===== config.mk =====
export PLATFORM = sky130hd
export DESIGN_NAME = cwp_window_ctrl_flat
export DESIGN_NICKNAME = d
export VERILOG_FILES = /design/src/rtl/cwp_pkg.sv /design/src/rtl/cwp_window_ctrl_if.sv /design/src/rtl/cwp_wim_check.sv /design/src/rtl/cwp_window_ctrl.sv /design/src/flat_wrapper.sv
export SDC_FILE = /design/constraint.sdc
export NUM_CORES = 1
export LEC_CHECK = 0
export BUFFER_PORTS_ARGS = -buffer_cell sky130_fd_sc_hd__buf_2
export CORE_MARGIN = 2
export CORE_UTILIZATION = 51
export CTS_CLUSTER_SIZE = 40
export DETAILED_ROUTE_END_ITERATION = 12
export PLACE_DENSITY = 0.79
export SYNTH_ARGS = -nofsm -noshare
export SYNTH_HDL_FRONTEND = slang
export SYNTH_HIERARCHICAL = 1
export SYNTH_SLANG_ARGS = --single-unit

===== constraint.sdc =====
create_clock -name clk -period 2.5 [get_ports clk]
set_input_delay 0.75 -clock clk [delete_from_list [all_inputs] [get_ports clk]]
set_output_delay 0.75 -clock clk [all_outputs]
set_load 0.02 [all_outputs]

===== src/rtl/cwp_pkg.sv =====
// Shared types and the modular window-step helper for the CWP window controller.
package cwp_pkg;

    localparam int CWP_MAX_W = 5;

    typedef enum logic [2:0] {
        OP_SAVE    = 3'd0,
        OP_RESTORE = 3'd1,
        OP_TRAP    = 3'd2,
        OP_RETT    = 3'd3,
        OP_WRCWP   = 3'd4
    } op_code_e;

    typedef enum logic [1:0] {
        ST_IDLE,
        ST_EVAL,
        ST_RESP
    } state_e;

    // Explicit wrap compare so the step stays correct for non-power-of-two window counts.
    function automatic logic [CWP_MAX_W-1:0] cwp_step(input logic [CWP_MAX_W-1:0] cur,
                                                      input logic inc,
                                                      input int unsigned nwindows);
        logic [CWP_MAX_W-1:0] last;
        last = CWP_MAX_W'(nwindows - 1);
        if (inc)
            return (cur == last) ? '0 : cur + CWP_MAX_W'(1);
        else
            return (cur == '0) ? last : cur - CWP_MAX_W'(1);
    endfunction

endpackage


===== src/rtl/cwp_window_ctrl_if.sv =====
// Operation/WIM bus of the CWP window controller; trap_cnt exists only with CWP_TRAP_CNT_EN.
interface cwp_window_ctrl_if #(
    parameter int NWINDOWS = 8,
    parameter int CWP_W    = 3
);
    logic                op_valid;
    logic                op_ready;
    logic [2:0]          op_code;
    logic [CWP_W+1:0]    op_cwp;
    logic                wim_we;
    logic [NWINDOWS-1:0] wim_wdata;
    logic [CWP_W-1:0]    cwp;
    logic [CWP_W-1:0]    cwp_plus1;
    logic [CWP_W-1:0]    cwp_minus1;
    logic [NWINDOWS-1:0] wim;
    logic                change_cwp2;
    logic                done;
    logic                ovf_trap;
    logic                unf_trap;
    logic                illegal;
`ifdef CWP_TRAP_CNT_EN
    logic [15:0]         trap_cnt;
`endif

    modport master (
        output op_valid, op_code, op_cwp, wim_we, wim_wdata,
        input  op_ready, cwp, cwp_plus1, cwp_minus1, wim, change_cwp2,
               done, ovf_trap, unf_trap, illegal
`ifdef CWP_TRAP_CNT_EN
        , input trap_cnt
`endif
    );

    modport slave (
        input  op_valid, op_code, op_cwp, wim_we, wim_wdata,
        output op_ready, cwp, cwp_plus1, cwp_minus1, wim, change_cwp2,
               done, ovf_trap, unf_trap, illegal
`ifdef CWP_TRAP_CNT_EN
        , output trap_cnt
`endif
    );

endinterface


===== src/rtl/cwp_wim_check.sv =====
// Combinational target selection plus WIM / range check for the op being evaluated.
module cwp_wim_check
    import cwp_pkg::*;
#(
    parameter int NWINDOWS = 8,
    parameter int CWP_W    = 3
) (
    input  logic [2:0]          op_code,
    input  logic [CWP_W+1:0]    op_cwp,
    input  logic [CWP_W-1:0]    cwp_plus1,
    input  logic [CWP_W-1:0]    cwp_minus1,
    input  logic [NWINDOWS-1:0] wim,
    output logic [CWP_W-1:0]    target,
    output logic                ovf,
    output logic                unf,
    output logic                illegal,
    output logic                commit
);

    localparam logic [CWP_W+1:0] NW_LIMIT = (CWP_W+2)'(NWINDOWS);

    always_comb begin
        target  = cwp_minus1;
        ovf     = 1'b0;
        unf     = 1'b0;
        illegal = 1'b0;
        commit  = 1'b0;
        case (op_code)
            OP_SAVE: begin
                target = cwp_minus1;
                ovf    = wim[cwp_minus1];
                commit = !wim[cwp_minus1];
            end
            // Trap entry must always reach a window, so WIM is deliberately ignored.
            OP_TRAP: begin
                target = cwp_minus1;
                commit = 1'b1;
            end
            OP_RESTORE, OP_RETT: begin
                target = cwp_plus1;
                unf    = wim[cwp_plus1];
                commit = !wim[cwp_plus1];
            end
            OP_WRCWP: begin
                target  = op_cwp[CWP_W-1:0];
                illegal = (op_cwp >= NW_LIMIT);
                commit  = (op_cwp < NW_LIMIT);
            end
            default: begin
                illegal = 1'b1;
            end
        endcase
    end

endmodule


===== src/rtl/cwp_window_ctrl.sv =====
// Current-window-pointer manager: IDLE -> EVAL -> RESP per op, with overflow/underflow/illegal flags.
// Optional macro CWP_TRAP_CNT_EN adds a saturating trap counter on bus.trap_cnt.
module cwp_window_ctrl
    import cwp_pkg::*;
#(
    parameter int NWINDOWS = 8,
    parameter int CWP_W    = $clog2(NWINDOWS)
) (
    input  logic               clk,
    input  logic               rst_n,
    cwp_window_ctrl_if.slave   bus
);

    state_e              state_q, state_d;
    logic [2:0]          op_code_q;
    logic [CWP_W+1:0]    op_cwp_q;
    logic [CWP_W-1:0]    cwp_q, target_q;
    logic [NWINDOWS-1:0] wim_q;
    logic                ovf_q, unf_q, ill_q, commit_q;
    logic                accept;
    logic [CWP_W-1:0]    plus1, minus1, chk_target;
    logic                chk_ovf, chk_unf, chk_ill, chk_commit;

    assign accept = bus.op_valid && (state_q == ST_IDLE);
    assign plus1  = CWP_W'(cwp_step(CWP_MAX_W'(cwp_q), 1'b1, NWINDOWS));
    assign minus1 = CWP_W'(cwp_step(CWP_MAX_W'(cwp_q), 1'b0, NWINDOWS));

    cwp_wim_check #(.NWINDOWS(NWINDOWS), .CWP_W(CWP_W)) u_check (
        .op_code    (op_code_q),
        .op_cwp     (op_cwp_q),
        .cwp_plus1  (plus1),
        .cwp_minus1 (minus1),
        .wim        (wim_q),
        .target     (chk_target),
        .ovf        (chk_ovf),
        .unf        (chk_unf),
        .illegal    (chk_ill),
        .commit     (chk_commit)
    );

    always_ff @(posedge clk or negedge rst_n) begin
        if (!rst_n) state_q <= ST_IDLE;
        else        state_q <= state_d;
    end

    always_comb begin
        state_d = state_q;
        case (state_q)
            ST_IDLE: if (accept) state_d = ST_EVAL;
            ST_EVAL: state_d = ST_RESP;
            ST_RESP: state_d = ST_IDLE;
            default: state_d = ST_IDLE;
        endcase
    end

    // The check result is frozen at the end of EVAL, so a WIM write landing then cannot affect it.
    always_ff @(posedge clk or negedge rst_n) begin
        if (!rst_n) begin
            op_code_q <= '0;
            op_cwp_q  <= '0;
            cwp_q     <= '0;
            target_q  <= '0;
            wim_q     <= '0;
            ovf_q     <= 1'b0;
            unf_q     <= 1'b0;
            ill_q     <= 1'b0;
            commit_q  <= 1'b0;
        end else begin
            if (bus.wim_we) wim_q <= bus.wim_wdata;
            if (accept) begin
                op_code_q <= bus.op_code;
                op_cwp_q  <= bus.op_cwp;
            end
            if (state_q == ST_EVAL) begin
                target_q <= chk_target;
                ovf_q    <= chk_ovf;
                unf_q    <= chk_unf;
                ill_q    <= chk_ill;
                commit_q <= chk_commit;
            end
            if (state_q == ST_RESP && commit_q) cwp_q <= target_q;
        end
    end

    always_comb begin
        bus.op_ready    = (state_q == ST_IDLE);
        bus.done        = (state_q == ST_RESP);
        bus.ovf_trap    = (state_q == ST_RESP) && ovf_q;
        bus.unf_trap    = (state_q == ST_RESP) && unf_q;
        bus.illegal     = (state_q == ST_RESP) && ill_q;
        bus.change_cwp2 = (state_q == ST_EVAL) &&
                          ((op_code_q == OP_RESTORE) || (op_code_q == OP_RETT));
        bus.cwp         = cwp_q;
        bus.cwp_plus1   = plus1;
        bus.cwp_minus1  = minus1;
        bus.wim         = wim_q;
    end

`ifdef CWP_TRAP_CNT_EN
    logic [15:0] trap_cnt_q;

    always_ff @(posedge clk or negedge rst_n) begin
        if (!rst_n)
            trap_cnt_q <= '0;
        else if (state_q == ST_RESP && (ovf_q || unf_q) && trap_cnt_q != 16'hFFFF)
            trap_cnt_q <= trap_cnt_q + 16'd1;
    end

    assign bus.trap_cnt = trap_cnt_q;
`endif

endmodule


===== src/flat_wrapper.sv =====
// flat-port wrapper written by rule: the top's interface ports become plain ports
module cwp_window_ctrl_flat import cwp_pkg::*;
#(
    parameter int NWINDOWS = 8,
    parameter int CWP_W    = $clog2(NWINDOWS)
)
  (clk, rst_n, bus_op_valid, bus_op_code, bus_op_cwp, bus_wim_we, bus_wim_wdata, bus_op_ready, bus_cwp, bus_cwp_plus1, bus_cwp_minus1, bus_wim, bus_change_cwp2, bus_done, bus_ovf_trap, bus_unf_trap, bus_illegal);
  cwp_window_ctrl_if #(.NWINDOWS(NWINDOWS), .CWP_W(CWP_W)) bus_i ();
  input  logic clk;
  input  logic rst_n;
  input wire logic [$bits(bus_i.op_valid)-1:0] bus_op_valid;
  input wire logic [$bits(bus_i.op_code)-1:0] bus_op_code;
  input wire logic [$bits(bus_i.op_cwp)-1:0] bus_op_cwp;
  input wire logic [$bits(bus_i.wim_we)-1:0] bus_wim_we;
  input wire logic [$bits(bus_i.wim_wdata)-1:0] bus_wim_wdata;
  output wire logic [$bits(bus_i.op_ready)-1:0] bus_op_ready;
  output wire logic [$bits(bus_i.cwp)-1:0] bus_cwp;
  output wire logic [$bits(bus_i.cwp_plus1)-1:0] bus_cwp_plus1;
  output wire logic [$bits(bus_i.cwp_minus1)-1:0] bus_cwp_minus1;
  output wire logic [$bits(bus_i.wim)-1:0] bus_wim;
  output wire logic [$bits(bus_i.change_cwp2)-1:0] bus_change_cwp2;
  output wire logic [$bits(bus_i.done)-1:0] bus_done;
  output wire logic [$bits(bus_i.ovf_trap)-1:0] bus_ovf_trap;
  output wire logic [$bits(bus_i.unf_trap)-1:0] bus_unf_trap;
  output wire logic [$bits(bus_i.illegal)-1:0] bus_illegal;
  assign bus_i.op_valid = bus_op_valid;
  assign bus_i.op_code = bus_op_code;
  assign bus_i.op_cwp = bus_op_cwp;
  assign bus_i.wim_we = bus_wim_we;
  assign bus_i.wim_wdata = bus_wim_wdata;
  assign bus_op_ready = bus_i.op_ready;
  assign bus_cwp = bus_i.cwp;
  assign bus_cwp_plus1 = bus_i.cwp_plus1;
  assign bus_cwp_minus1 = bus_i.cwp_minus1;
  assign bus_wim = bus_i.wim;
  assign bus_change_cwp2 = bus_i.change_cwp2;
  assign bus_done = bus_i.done;
  assign bus_ovf_trap = bus_i.ovf_trap;
  assign bus_unf_trap = bus_i.unf_trap;
  assign bus_illegal = bus_i.illegal;
  cwp_window_ctrl #(.NWINDOWS(NWINDOWS), .CWP_W(CWP_W)) u_core (.clk(clk), .rst_n(rst_n), .bus(bus_i));
endmodule

# ---- Word-level counts from Yosys, hierarchy flattened
# Index checks and enable logic that the tools add are counted.
# Widths: inputs -> output; s select.
dict set report op_classes {
  mul 0
  n_addsub 2
  div 0
  muxes 13
  n_eq_ne 8
  reduce_logical 14
  order_cmp 4
  bitwise 0
  shift 0
}
# operator count
set op_table {}
lappend op_table {{$lt 3x4->1 const B} 2}
lappend op_table {{$bmux 1 s3} 2}
lappend op_table {{$eq 3x2->1 const B} 2}
lappend op_table {{$eq 3x3->1 const B} 2}
lappend op_table {{$logic_and 1x1->1} 6}
lappend op_table {{$logic_not 3->1} 2}
lappend op_table {{$mux 3} 2}
lappend op_table {{$pmux 3 s2} 1}
lappend op_table {{$ge 5x4->1 const B} 1}
lappend op_table {{$lt 5x4->1 const B} 1}
lappend op_table {{$mux 1} 4}
lappend op_table {{$pmux 1 s4} 1}
lappend op_table {{$pmux 2 s2} 1}
lappend op_table {{$reduce_or 4->1} 1}
lappend op_table {{$add 3x1->3 const B} 1}
lappend op_table {{$eq 3x1->1 const B} 1}
lappend op_table {{$sub 3x1->3 const B} 1}
lappend op_table {{$eq 2x1->1 const B} 1}
lappend op_table {{$eq 2x2->1 const B} 1}
lappend op_table {{$logic_not 1->1} 2}
lappend op_table {{$logic_not 2->1} 1}
lappend op_table {{$mux 2} 1}
lappend op_table {{$ne 2x1->1 const B} 1}
lappend op_table {{$pmux 1 s2} 1}
lappend op_table {{2 further kinds} 2}
dict set report word_totals {
  mem_bits_ro 0
  regBits 28
  ramBits 0
  n_memories 0
  latchBits 0
}

# ---- Logic depth before layout (Yosys ltp)
dict set report logic_depth {
  depth_word 6
  mapped_depth 10
  mapped_depth_nobuf 9
}

# ---- By module
# Netlist, hierarchy kept.
# module n_inst cells_each seq_area_each_um2 area_each_um2
set modules_own_cells {}
lappend modules_own_cells {cwp_window_ctrl 1 78 700.7 1234.9}
lappend modules_own_cells {cwp_wim_check 1 35 0.0 311.5}

# ---- Worst setup path before layout
# OpenSTA, ideal clock, no wires.
dict set report synth_path {
  path_kind {reg-to-reg}
  from {register u_core.cwp_q[0], in the netlist u_core/bus.cwp[0]}
  to {register u_core.unf_q}
  arrival_ns 2.427
  required_time_ns 2.375
  path_slack_ns -0.052
  path_stages_with_launch 8
  cell_sequence {dfrtp_1 ha_1 ha_1 nor2_1 mux4_2 nor2b_1 nor4_2 mux2_4}
}
dict set report synth_between {
  elab_chain_len 5
}
# item line_no
set synth_lines {}
lappend synth_lines {{start, declared} cwp_window_ctrl.sv:17} ;# logic [CWP_W-1:0] cwp_q, target_q;
lappend synth_lines {{start signal, assigned} cwp_window_ctrl.sv:81} ;# if (state_q == ST_RESP && commit_q) cwp_q <= target_q;
lappend synth_lines {{$add 3x1->3 / $eq 3x3->1 (equally long branches)} cwp_pkg.sv:27} ;# return (cur == last) ? '0 : cur + CWP_MAX_W'(1);
lappend synth_lines {{$mux 3 (*)} cwp_pkg.sv:27}
lappend synth_lines {{named net bus_cwp_plus1[0]} flat_wrapper.sv:18} ;# output wire logic [$bits(bus_i.cwp_plus1)-1:0] bus_cwp_plus1;
lappend synth_lines {{$bmux 1 s3 (*)} cwp_wim_check.sv:41} ;# unf = wim[cwp_plus1];
lappend synth_lines {{$mux 1 (not written as such) (*)} cwp_wim_check.sv:41}
lappend synth_lines {{$mux 1 (*)} cwp_wim_check.sv:28} ;# case (op_code)
lappend synth_lines {{named net u_core.chk_unf} cwp_window_ctrl.sv:22} ;# logic chk_ovf, chk_unf, chk_ill, chk_commit;
lappend synth_lines {{end signal, assigned} cwp_window_ctrl.sv:77} ;# unf_q <= chk_unf;
lappend synth_lines {{end, declared} cwp_window_ctrl.sv:19} ;# logic ovf_q, unf_q, ill_q, commit_q;
# Mark *: on every way through the listed nets, which the timed path passes. The rest lies on a longest branch. The select of a mux whose other input is x is not followed.
# A chain may end at the register's enable or synchronous reset.

# ---- Worst setup path in the final report
dict set report layout_path {
  from {register u_core.cwp_q[0], in the netlist u_core/bus.cwp[0]}
  to {output port bus_cwp_plus1[1]}
}
dict set report layout_between {
  elab_chain_len 2
}
# item line_no
set layout_lines {}
lappend layout_lines {{$add 3x1->3 / $eq 3x3->1 (equally long branches)} cwp_pkg.sv:27}
lappend layout_lines {{$mux 3 (*)} cwp_pkg.sv:27}
lappend layout_lines {{end, declared} flat_wrapper.sv:18}
# Mark *: on every way between the ends. The rest lies on a longest branch, timed or not.

==> flow_summary.json <==
{
  "status": "completed",
  "antenna_found_initial": 0,
  "clkSlewWorstSetupHoldPaths_ns": 0.16,
  "gp_congestion": 0.812,
  "drt_iter0_drc": 21,
  "first_pass_iters": 4,
  "h-tree-depth": 1,
  "critPathRequiredTime_ns": 1.75,
  "synth.top_cells.by_count": "dfrtp_1 (28), mux2_4 (15), mux2_2 (12), inv_1 (5), mux2i_1 (5)",
  "yosysMostFrequentCell": "dfrtp_1",
  "start_kind": "flop",
  "maxSlewViolCount": 0,
  "cts.sinks": 28,
  "startpoint": "u_core/bus.cwp[0]",
  "num_antenna_cells": 0,
  "crit_path_end_kind": "output pin",
  "start_util": 0.547,
  "die_h_um": 59.1,
  "cp.arrival_ns": 1.66,
  "synth.avg_cell_area_um2": 13.7,
  "ys_warn_count": 6,
  "fin_area_mm2": 0.00182,
  "dr_wl_met3_um": 101,
  "synth_top_area_share": 0.453,
  "vias_per_cell": 5.49,
  "place_area_mm2": 0.00175,
  "io_pins": 43,
  "drive_above_1_share": 0.573,
  "r2r-start": "u_core/bus.cwp[0]",
  "max_stage_delay_ns": 0.46,
  "finClkSkew_ns": 0.0114,
  "max_cap_violations": 0,
  "row_count": 19,
  "synth_edf_count": 0,
  "die_x_um": 59.1,
  "wl_per_cell_um": 15.5,
  "m1WireLength_um": 1300,
  "vias": 1033,
  "fmax_mhz": 416,
  "root_buffer": "clkbuf_4",
  "track_usage": 0.182,
  "rsz0062_at_grt": "false",
  "io_buffers": 42,
  "met2_length_um": 1490,
  "yosys-top-cells-area": "dfrtp_1 (45%), mux2_4 (15%), mux2_2 (8.7%), ha_1 (3.2%), mux2i_1 (3.2%)",
  "gr-total-overflow": 0,
  "worstMarginPinSlew_ns": 0.609,
  "drc": 0,
  "ys_ff_latch": 28,
  "peakVddDrop_mv": 0.550,
  "synth_largest_area_cell": "dfrtp_1",
  "cts-buffers-inserted": 3,
  "nets": 182,
  "cellLeakagePower_nw": 0.894,
  "synthCells": 113,
  "tns_ns": 0,
  "holdWs_ns": 0.402,
  "final.period_utilization": 0.962,
  "cts_tree": "done",
  "timing.slew.headroom": 0.594,
  "top_layer_used": "met4",
  "synthDistinctLibCells": 31,
  "detail-route-antenna-nets": 0,
  "synth_area_mm2": 0.00155,
  "power.density_mw_per_mm2": 1180,
  "hold_viol": 0,
  "crit_path_max_fanout": 5,
  "grt_pass1_vias": 977,
  "async_flop_share": 1.00,
  "grt_pass1_wl_um": 4640,
  "clkLatencyLatePin_ns": 0.33,
  "clock_path_buffers": 2,
  "crit_type": "flop to output pin",
  "yosys_most_used_dff": "dfrtp_1",
  "synth_fp_nets": 137,
  "path_common_cell": "ha_1",
  "core_area_mm2": 0.00283,
  "finalSetupViolCount": 0,
  "hpwlAfterDp_um": 2210,
  "period_needed_ns": 2.41,
  "die-area_mm2": 0.00349,
  "yosysSeqAreaShare": 0.453,
  "hold_path_class": "input port to asynchronous set/reset pin",
  "slowest_stage": "dfrtp_2",
  "syn_to_final_growth_pct": 17.6,
  "path_cells": "ha_1 > ha_1 > nor2b_2 > buf_2",
  "grt_max_degree": 29,
  "routed_wl_um": 2910,
  "finalPower_w": 0.00215
}
[stage by stage]
step	util	setup slack, ns	instances
6_report	0.643	0.0947	188
4_1_cts	0.638	-0.00918	187
3_5_place_dp	0.619	0.204	183
2_1_floorplan	-	0.0796	113
3_3_place_gp	0.619	0.292	183
5_1_grt	0.643	0.00581	188
[worst max-delay path, delay by kind of cell (launching register included)]
family	cells	cell delay (ns)
adder cells (fa/ha/maj)	2	0.43
flip-flops	1	0.46
buffers and inverters	1	0.21
AND/OR/NAND/NOR	1	0.23
[registers in the layout (all words and copies together), names as in the netlist]
| signal | cells |
|---|---|
| u_core/bus.wim | 8 |
| u_core/op_cwp_q | 5 |
| u_core/bus.cwp | 3 |
| u_core/op_code_q | 3 |
| u_core/target_q | 3 |
| u_core/state_q | 2 |
| u_core/commit_q | 1 |
| u_core/ill_q | 1 |
| u_core/ovf_q | 1 |
| u_core/unf_q | 1 |
[timing repair]
| action | 4_1_cts | 5_1_grt |
|---|---|---|
| resized for setup | 1 | 3 |
| pin swaps | 0 | 0 |
| buffers inserted | 0 | 1 |
| setup endpoints to repair | 1 | 5 |
| hold buffers | 0 | 0 |
[cells by family after synthesis]
logic type | after synthesis | share of synthesized area
AOI/OAI and AO/OA | 9 | 0.0453
and+or+nand+nor | 27 | 0.117
adders and majority gates | 4 | 0.0324
DFF | 28 | 0.453
muxes | 34 | 0.295
buffers and inverters | 11 | 0.0574
[final cells by class]
class | instances | area, um2
multi-input cells | 74 | 767
repair buffers | 46 | 240
flip-flops and latches | 28 | 702
clock buffers | 3 | 22.5
inverters | 5 | 18.8
clock inverters | 1 | 30.0
fillers | 233 | 1010
well taps | 31 | 38.8
[path summary, 6_finish.rpt]
check / endpoint / slack (ns) / depth (start not counted)
min reg2reg: u_core/op_cwp_q[0] / 0.52 / 1
max reg2reg: u_core/unf_q / 0.29 / 7
max: bus_cwp_plus1[1] / 0.09 / 4
min in group clk: u_core/op_cwp_q[0] / 0.52 / 1
max in group asynchronous: u_core/bus.cwp[0] / 1.67 / 1
min: u_core/op_cwp_q[4] / 0.40 / 1
[per-layer routing]
layer  up-vias  GRT usage
met5         -          0
met4         0     0.0682
met3         2     0.0393
met2        28      0.298
met1       509      0.238
li1        494          -
[power by group]
group	total, W	internal (W)	switching [W]
registers	0.000701	0.000582	0.000120
clock network	0.000296	0.000162	0.000133
logic	0.00115	0.000543	0.000611
total	0.00215	0.00129	0.000865
[placed cells by master, fill, tap and decap left out, drive strengths merged, types with 4 or more instances in the layout]
master / count
inv: 5
mux2i: 5
nor2b: 4
mux2: 27
buf: 46
ha: 4
nor2: 4
dfrtp: 28
Note: power is estimated with default switching activity, not from simulation.
